## src/rtl/mips_bus_arbiter.sv

```systemverilog
// Shares one Avalon-style bus between the fetch port and the load/store port.
// Define ARB_ROUND_ROBIN_EN to alternate grants when both ports contend.
module mips_bus_arbiter #(
   parameter int ADDR_W = 32,
   parameter int DATA_W = 32
) (
   input  logic                clk,
   input  logic                reset,
   input  logic                i_req,
   input  logic [ADDR_W-1:0]   i_addr,
   output logic                i_ack,
   output logic [DATA_W-1:0]   i_rdata,
   input  logic                d_req,
   input  logic                d_we,
   input  logic [ADDR_W-1:0]   d_addr,
   input  logic [DATA_W-1:0]   d_wdata,
   input  logic [DATA_W/8-1:0] d_be,
   output logic                d_ack,
   output logic [DATA_W-1:0]   d_rdata,
   output logic [1:0]          grant,
   output logic [ADDR_W-1:0]   address,
   output logic                write,
   output logic                read,
   input  logic                waitrequest,
   output logic [DATA_W-1:0]   writedata,
   output logic [DATA_W/8-1:0] byteenable,
   input  logic [DATA_W-1:0]   readdata
);
   localparam int BE_W = DATA_W / 8;

   typedef enum logic [1:0] {IDLE, BUS_I, BUS_D} state_t;

   state_t            state, state_n;
   logic [1:0]        grant_n;
   logic              read_n, write_n, i_ack_n, d_ack_n;
   logic [ADDR_W-1:0] address_n;
   logic [DATA_W-1:0] writedata_n, i_rdata_n, d_rdata_n;
   logic [BE_W-1:0]   byteenable_n;
   logic              i_elig, d_elig, pick_d;

   // A port is not eligible during its own ack cycle, so a held req is not replayed.
   assign i_elig = i_req && !i_ack;
   assign d_elig = d_req && !d_ack;

`ifdef ARB_ROUND_ROBIN_EN
   logic last_d, last_d_n;

   assign pick_d   = d_elig && (!i_elig || !last_d);
   assign last_d_n = (state == IDLE && (d_elig || i_elig)) ? pick_d : last_d;

   always_ff @(posedge clk) begin
      if (reset) last_d <= 1'b0;
      else       last_d <= last_d_n;
   end
`else
   assign pick_d = d_elig;
`endif

   always_comb begin
      state_n      = state;
      grant_n      = grant;
      read_n       = read;
      write_n      = write;
      address_n    = address;
      writedata_n  = writedata;
      byteenable_n = byteenable;
      i_ack_n      = 1'b0;
      d_ack_n      = 1'b0;
      i_rdata_n    = i_rdata;
      d_rdata_n    = d_rdata;
      unique case (state)
         IDLE: begin
            if (pick_d) begin
               state_n      = BUS_D;
               grant_n      = 2'b10;
               address_n    = d_addr;
               writedata_n  = d_wdata;
               byteenable_n = d_be;
               write_n      = d_we;
               read_n       = !d_we;
            end else if (i_elig) begin
               state_n      = BUS_I;
               grant_n      = 2'b01;
               address_n    = i_addr;
               writedata_n  = '0;
               byteenable_n = '1;
               write_n      = 1'b0;
               read_n       = 1'b1;
            end
         end
         BUS_I, BUS_D: begin
            if (!waitrequest) begin
               state_n = IDLE;
               grant_n = 2'b00;
               read_n  = 1'b0;
               write_n = 1'b0;
               if (state == BUS_I) begin
                  i_ack_n   = 1'b1;
                  i_rdata_n = readdata;
               end else begin
                  d_ack_n = 1'b1;
                  if (read) d_rdata_n = readdata;
               end
            end
         end
         default: state_n = IDLE;
      endcase
   end

   always_ff @(posedge clk) begin
      if (reset) begin
         state      <= IDLE;
         grant      <= 2'b00;
         read       <= 1'b0;
         write      <= 1'b0;
         address    <= '0;
         writedata  <= '0;
         byteenable <= '0;
         i_ack      <= 1'b0;
         d_ack      <= 1'b0;
         i_rdata    <= '0;
         d_rdata    <= '0;
      end else begin
         state      <= state_n;
         grant      <= grant_n;
         read       <= read_n;
         write      <= write_n;
         address    <= address_n;
         writedata  <= writedata_n;
         byteenable <= byteenable_n;
         i_ack      <= i_ack_n;
         d_ack      <= d_ack_n;
         i_rdata    <= i_rdata_n;
         d_rdata    <= d_rdata_n;
      end
   end
endmodule

```

## config.mk

```make
export PLATFORM = sky130hd
export DESIGN_NAME = mips_bus_arbiter
export DESIGN_NICKNAME = d
export VERILOG_FILES = /design/src/rtl/mips_bus_arbiter.sv
export SDC_FILE = /design/constraint.sdc
export NUM_CORES = 1
export LEC_CHECK = 0
export ABC_CLOCK_PERIOD_IN_PS = 1480
export CAP_MARGIN = 25
export CORE_ASPECT_RATIO = 1.75
export CORE_MARGIN = 2
export CORE_UTILIZATION = 35
export CTS_CLUSTER_DIAMETER = 150
export DETAILED_ROUTE_END_ITERATION = 8
export PLACE_DENSITY = 0.77
export SLEW_MARGIN = 20
export SYNTH_ARGS = -nofsm -noshare
export SYNTH_HDL_FRONTEND = slang
export SYNTH_SLANG_ARGS = --single-unit
```

## constraint.sdc

```tcl
create_clock -name clk -period 1.48 [get_ports clk]
set_clock_uncertainty 0.05 [all_clocks]
set_input_delay 0.222 -clock clk [delete_from_list [all_inputs] [get_ports clk]]
set_output_delay 0.222 -clock clk [all_outputs]
set_load 0.02 [all_outputs]
```

==> results.py <==
metrics = {
    "run_status": {
        "status": "finished, violations left",
        "violated_checks": "negative setup slack",
    },
    "yosys": {
        "synth.avg_cell_area_um2": 9.77,
        "synthArstFlopShare_pct": 0,
        "netlist-cell-type-count": 34,
        "syn_area_um2": 5050,
        "post-synth-top-area-fraction_pct": 55.5,
        "synth_edf_count": 0,
        "syn_nets": 658,
        "yosysWarningCount": 0,
        "synth-seq-cells": 140,
        "synth_cells": 517,
        "part_of_the_yosys_area_used_for_sequential_elements_pct": 55.5,
        "yosys.area.top_type": "sky130_fd_sc_hd__dfxtp_1",
        "flip_flop_cell_with_the_highest_count_after_synthesis": "sky130_fd_sc_hd__dfxtp_1",
        "yosys-top-cells-area": "sky130_fd_sc_hd__dfxtp_1 56%, sky130_fd_sc_hd__nand2_1 9.8%, sky130_fd_sc_hd__a21oi_1 6.4%, sky130_fd_sc_hd__mux2i_1 6.3%, sky130_fd_sc_hd__a22o_1 5.9%",
    },
    "flow_run": {
        "drv.max_cap_violation_count": 0,
    },
    "setup_path": {
        "worstReg2RegStart": "state[1]",
        "arrival_time_reported_for_the_critical_path_endpoint_ns": 1.84,
        "critical_path.slowest_cell": "sky130_fd_sc_hd__dfxtp_2",
        "path_class": "reg2reg",
        "crit_chain": "inv_4 -> ha_4 -> nor4bb_4 -> buf_4 -> buf_12 -> nand2_1 -> a21oi_1",
        "worst_setup_path_end_kind": "flip-flop",
        "required_ns": 1.76,
        "worst_path_dominant_cell_family": "buffers and inverters",
        "timing.critical_path.buf_inv": 3,
        "reg2reg_slack_ns": -0.08,
        "regToRegEndpoint": "d_rdata[6]",
        "max_stage_delay_ns": 0.36,
        "start_kind": "flip-flop",
        "critical_path.max_fanout": 16,
        "worst_r2r_path_depth": 7,
    },
    "timing": {
        "report.final.hold_viol_count": 0,
        "finalCritPeriodShare_pct": 105,
        "finalWorstPathRequiredPeriod_ns": 1.56,
        "setup_violations": 35,
        "max_slew.worst_pin.slew_ns": 0.406,
        "rsz0062_at_grt": "yes",
        "slew_limit_headroom_pct": 72.5,
        "worst_slack_ns": -0.0770,
        "achievable-frequency_mhz": 642,
        "maxSlewViolCount": 0,
    },
    "die": {
        "die-width_um": 94.8,
        "core_region_area_um2": 14200,
        "initial_utilization_pct": 35.5,
        "boundaryPins": 276,
        "design.die.area_um2": 15400,
        "fp-row-count": 58,
        "die_h_um": 163,
    },
    "worst_hold_path": {
        "worstHoldPathCells": 3,
        "timing.hold.worst.start": "reset",
        "worstHoldEndpoint": "state[1]",
        "min_path_type": "in2reg",
    },
    "clock_network": {
        "tritoncts_clock_tree": "yes",
        "clock_tree.buffer_depth": 2,
        "clock-sinks": 140,
        "clkLatencyLatePin_ns": 0.40,
        "cts.hold.buffers_added": 0,
        "cts_made_buffers": 17,
        "clock-root-buffer": "sky130_fd_sc_hd__clkbuf_16",
        "clock_slew_at_reported_path_ffs_ns": 0.06,
        "cts_max_level": 4,
    },
    "route": {
        "drt-initial-drc-count": 144,
        "vias": 4892,
        "final_antenna_net_count": 0,
        "drt_wl_total_um": 16500,
        "drc_errors": 0,
        "route.detailed.wl_per_inst_um": 16.6,
        "drt_first_pass_iters": 4,
        "via_per_inst": 4.93,
    },
    "placed_design": {
        "place.port_buffers": 275,
        "hpwl_um": 11900,
        "place.gp.congestion": 0.811,
        "dp_cells": 954,
        "post-place-ws_ns": -0.253,
    },
    "grt": {
        "global_route.overflow_total": 0,
        "grt_first_pass_wirelength_um": 25100,
        "grt_max_degree": 67,
        "grt_pass1_vias": 5172,
        "groute.usage.overall_pct": 20.8,
        "grt_antenna_before_repair": 1,
    },
    "cells_and_area": {
        "drive_above_1_share_pct": 10.8,
        "areaGrowthSynthToFinish_pct": 73.0,
        "num-nets-final": 942,
        "layout.cells.non_filler": 993,
    },
    "pwr": {
        "powerDensity_nw_per_um2": 1220,
        "finalPower_uw": 10700,
        "power.leakage_uw": 0.00390,
        "peak_supply_drop_mv": 0.758,
    },
}
[layout by cell type, fill, tap and decap left out, drive strengths merged, types with 2 or more instances in the layout]
master	instances
buf	28
clkbuf	21
o21a	2
nor2	12
a22o	34
o21ai	2
nor3	5
ha	3
clkdlybuf4s50	136
mux2i	32
nand2	132
dlygate4sd2	137
nor4bb	2
nor2b	2
inv	5
a21oi	65
dfxtp	140
nand2b	3
clkinv	6
bufinv	3
o2bb2ai	32
[final cells by class]
type	instances	area [µm²]
fillers	1253	5490
repair buffers	304	2960
flip-flops and latches	140	2810
multi-input cells	335	2130
clock buffers	18	439
well taps	180	225
clock inverters	12	166
inverters	3	13.8
diodes	1	2.50
[cell families after synthesis]
group / share of synthesized area, %
DFF: 55.5
AOI/OAI and AO/OA: 19.7
buffers and inverters: 4.44
and+or+nand+nor: 13.3
adders and majority gates: 0.744
muxes: 6.34
[sequential cells by signal, summed over array words and instances (netlist names)]
register    count
address        32
state           2
i_ack           1
i_rdata        32
write           1
byteenable      4
grant           2
d_rdata        32
read            1
d_ack           1
writedata      32
[power by group]
| part | total [µW] | leakage, µW | internal [µW] | switching [µW] |
|---|---|---|---|---|
| clock | 4310 | 0.000294 | 2700 | 1610 |
| combinational | 2150 | 0.00246 | 1050 | 1100 |
| sequential | 4230 | 0.00114 | 4060 | 166 |
[per-layer routing]
layer  GRT usage [%]  up-vias  wire length (µm)  part of all wire, %
li1                -     2363                 -                    -
met2            39.3      207              9170                   56
met3            5.88       33              1050                  6.3
met5               0        -                 0                    0
met4            8.70        0               447                  2.7
met1            20.7     2289              5860                   35
[timing repair]
action,in CTS,in global routing
endpoints found under the setup margin,173,62
buffers inserted,3,1
pin swaps,4,3
cloned,1,3
resized for setup,145,15
[synth_stat cells (3+ instances only)]
| cell type | count |
|---|---|
| sky130_fd_sc_hd__buf_1 | 7 |
| sky130_fd_sc_hd__dfxtp_1 | 140 |
| sky130_fd_sc_hd__o2bb2ai_1 | 32 |
| sky130_fd_sc_hd__mux2i_1 | 32 |
| sky130_fd_sc_hd__nor3_1 | 5 |
| sky130_fd_sc_hd__buf_4 | 4 |
| sky130_fd_sc_hd__inv_1 | 3 |
| sky130_fd_sc_hd__buf_2 | 23 |
| sky130_fd_sc_hd__a21oi_1 | 65 |
| sky130_fd_sc_hd__nor2_1 | 10 |
| sky130_fd_sc_hd__nand2_1 | 132 |
| sky130_fd_sc_hd__a22o_1 | 34 |
| sky130_fd_sc_hd__buf_6 | 3 |
| sky130_fd_sc_hd__ha_1 | 3 |
[through the flow]
step	utilization, %	hold slack (ns)	setup TNS [ns]	area, µm²
after detailed placement	57.1	0.400	-24.99	8130
after floorplan	-	0.248	-0.412	5060
after global routing	61.4	0.204	-3.77	8740
after CTS	60.7	0.159	-1.89	8630
after global placement	57.1	0.392	-19.15	8130
final	61.4	0.188	-1.21	8740
[worst max-delay path by stage]
stage              from  slack (ns)  depth (start not counted)            end
4_1_cts        state[1]       -0.07                          6     d_rdata[0]
3_5_place_dp      d_req       -0.25                          6  writedata[30]
3_3_place_gp      d_req       -0.21                          6   writedata[4]
5_1_grt        state[1]       -0.16                          7     d_rdata[6]
2_1_floorplan  state[0]       -0.01                          7    d_rdata[23]
6_report       state[1]       -0.08                          7     d_rdata[6]
[worst reg2reg max path: stages (launching register included)]
cell and delay, ns:
sky130_fd_sc_hd__dfxtp_2 0.36, sky130_fd_sc_hd__inv_4 0.06, sky130_fd_sc_hd__ha_4 0.27, sky130_fd_sc_hd__nor4bb_4 0.21, sky130_fd_sc_hd__buf_4 0.17, sky130_fd_sc_hd__buf_12 0.14, sky130_fd_sc_hd__nand2_1 0.08, sky130_fd_sc_hd__a21oi_1 0.15
(Power assumes the default switching activity.)
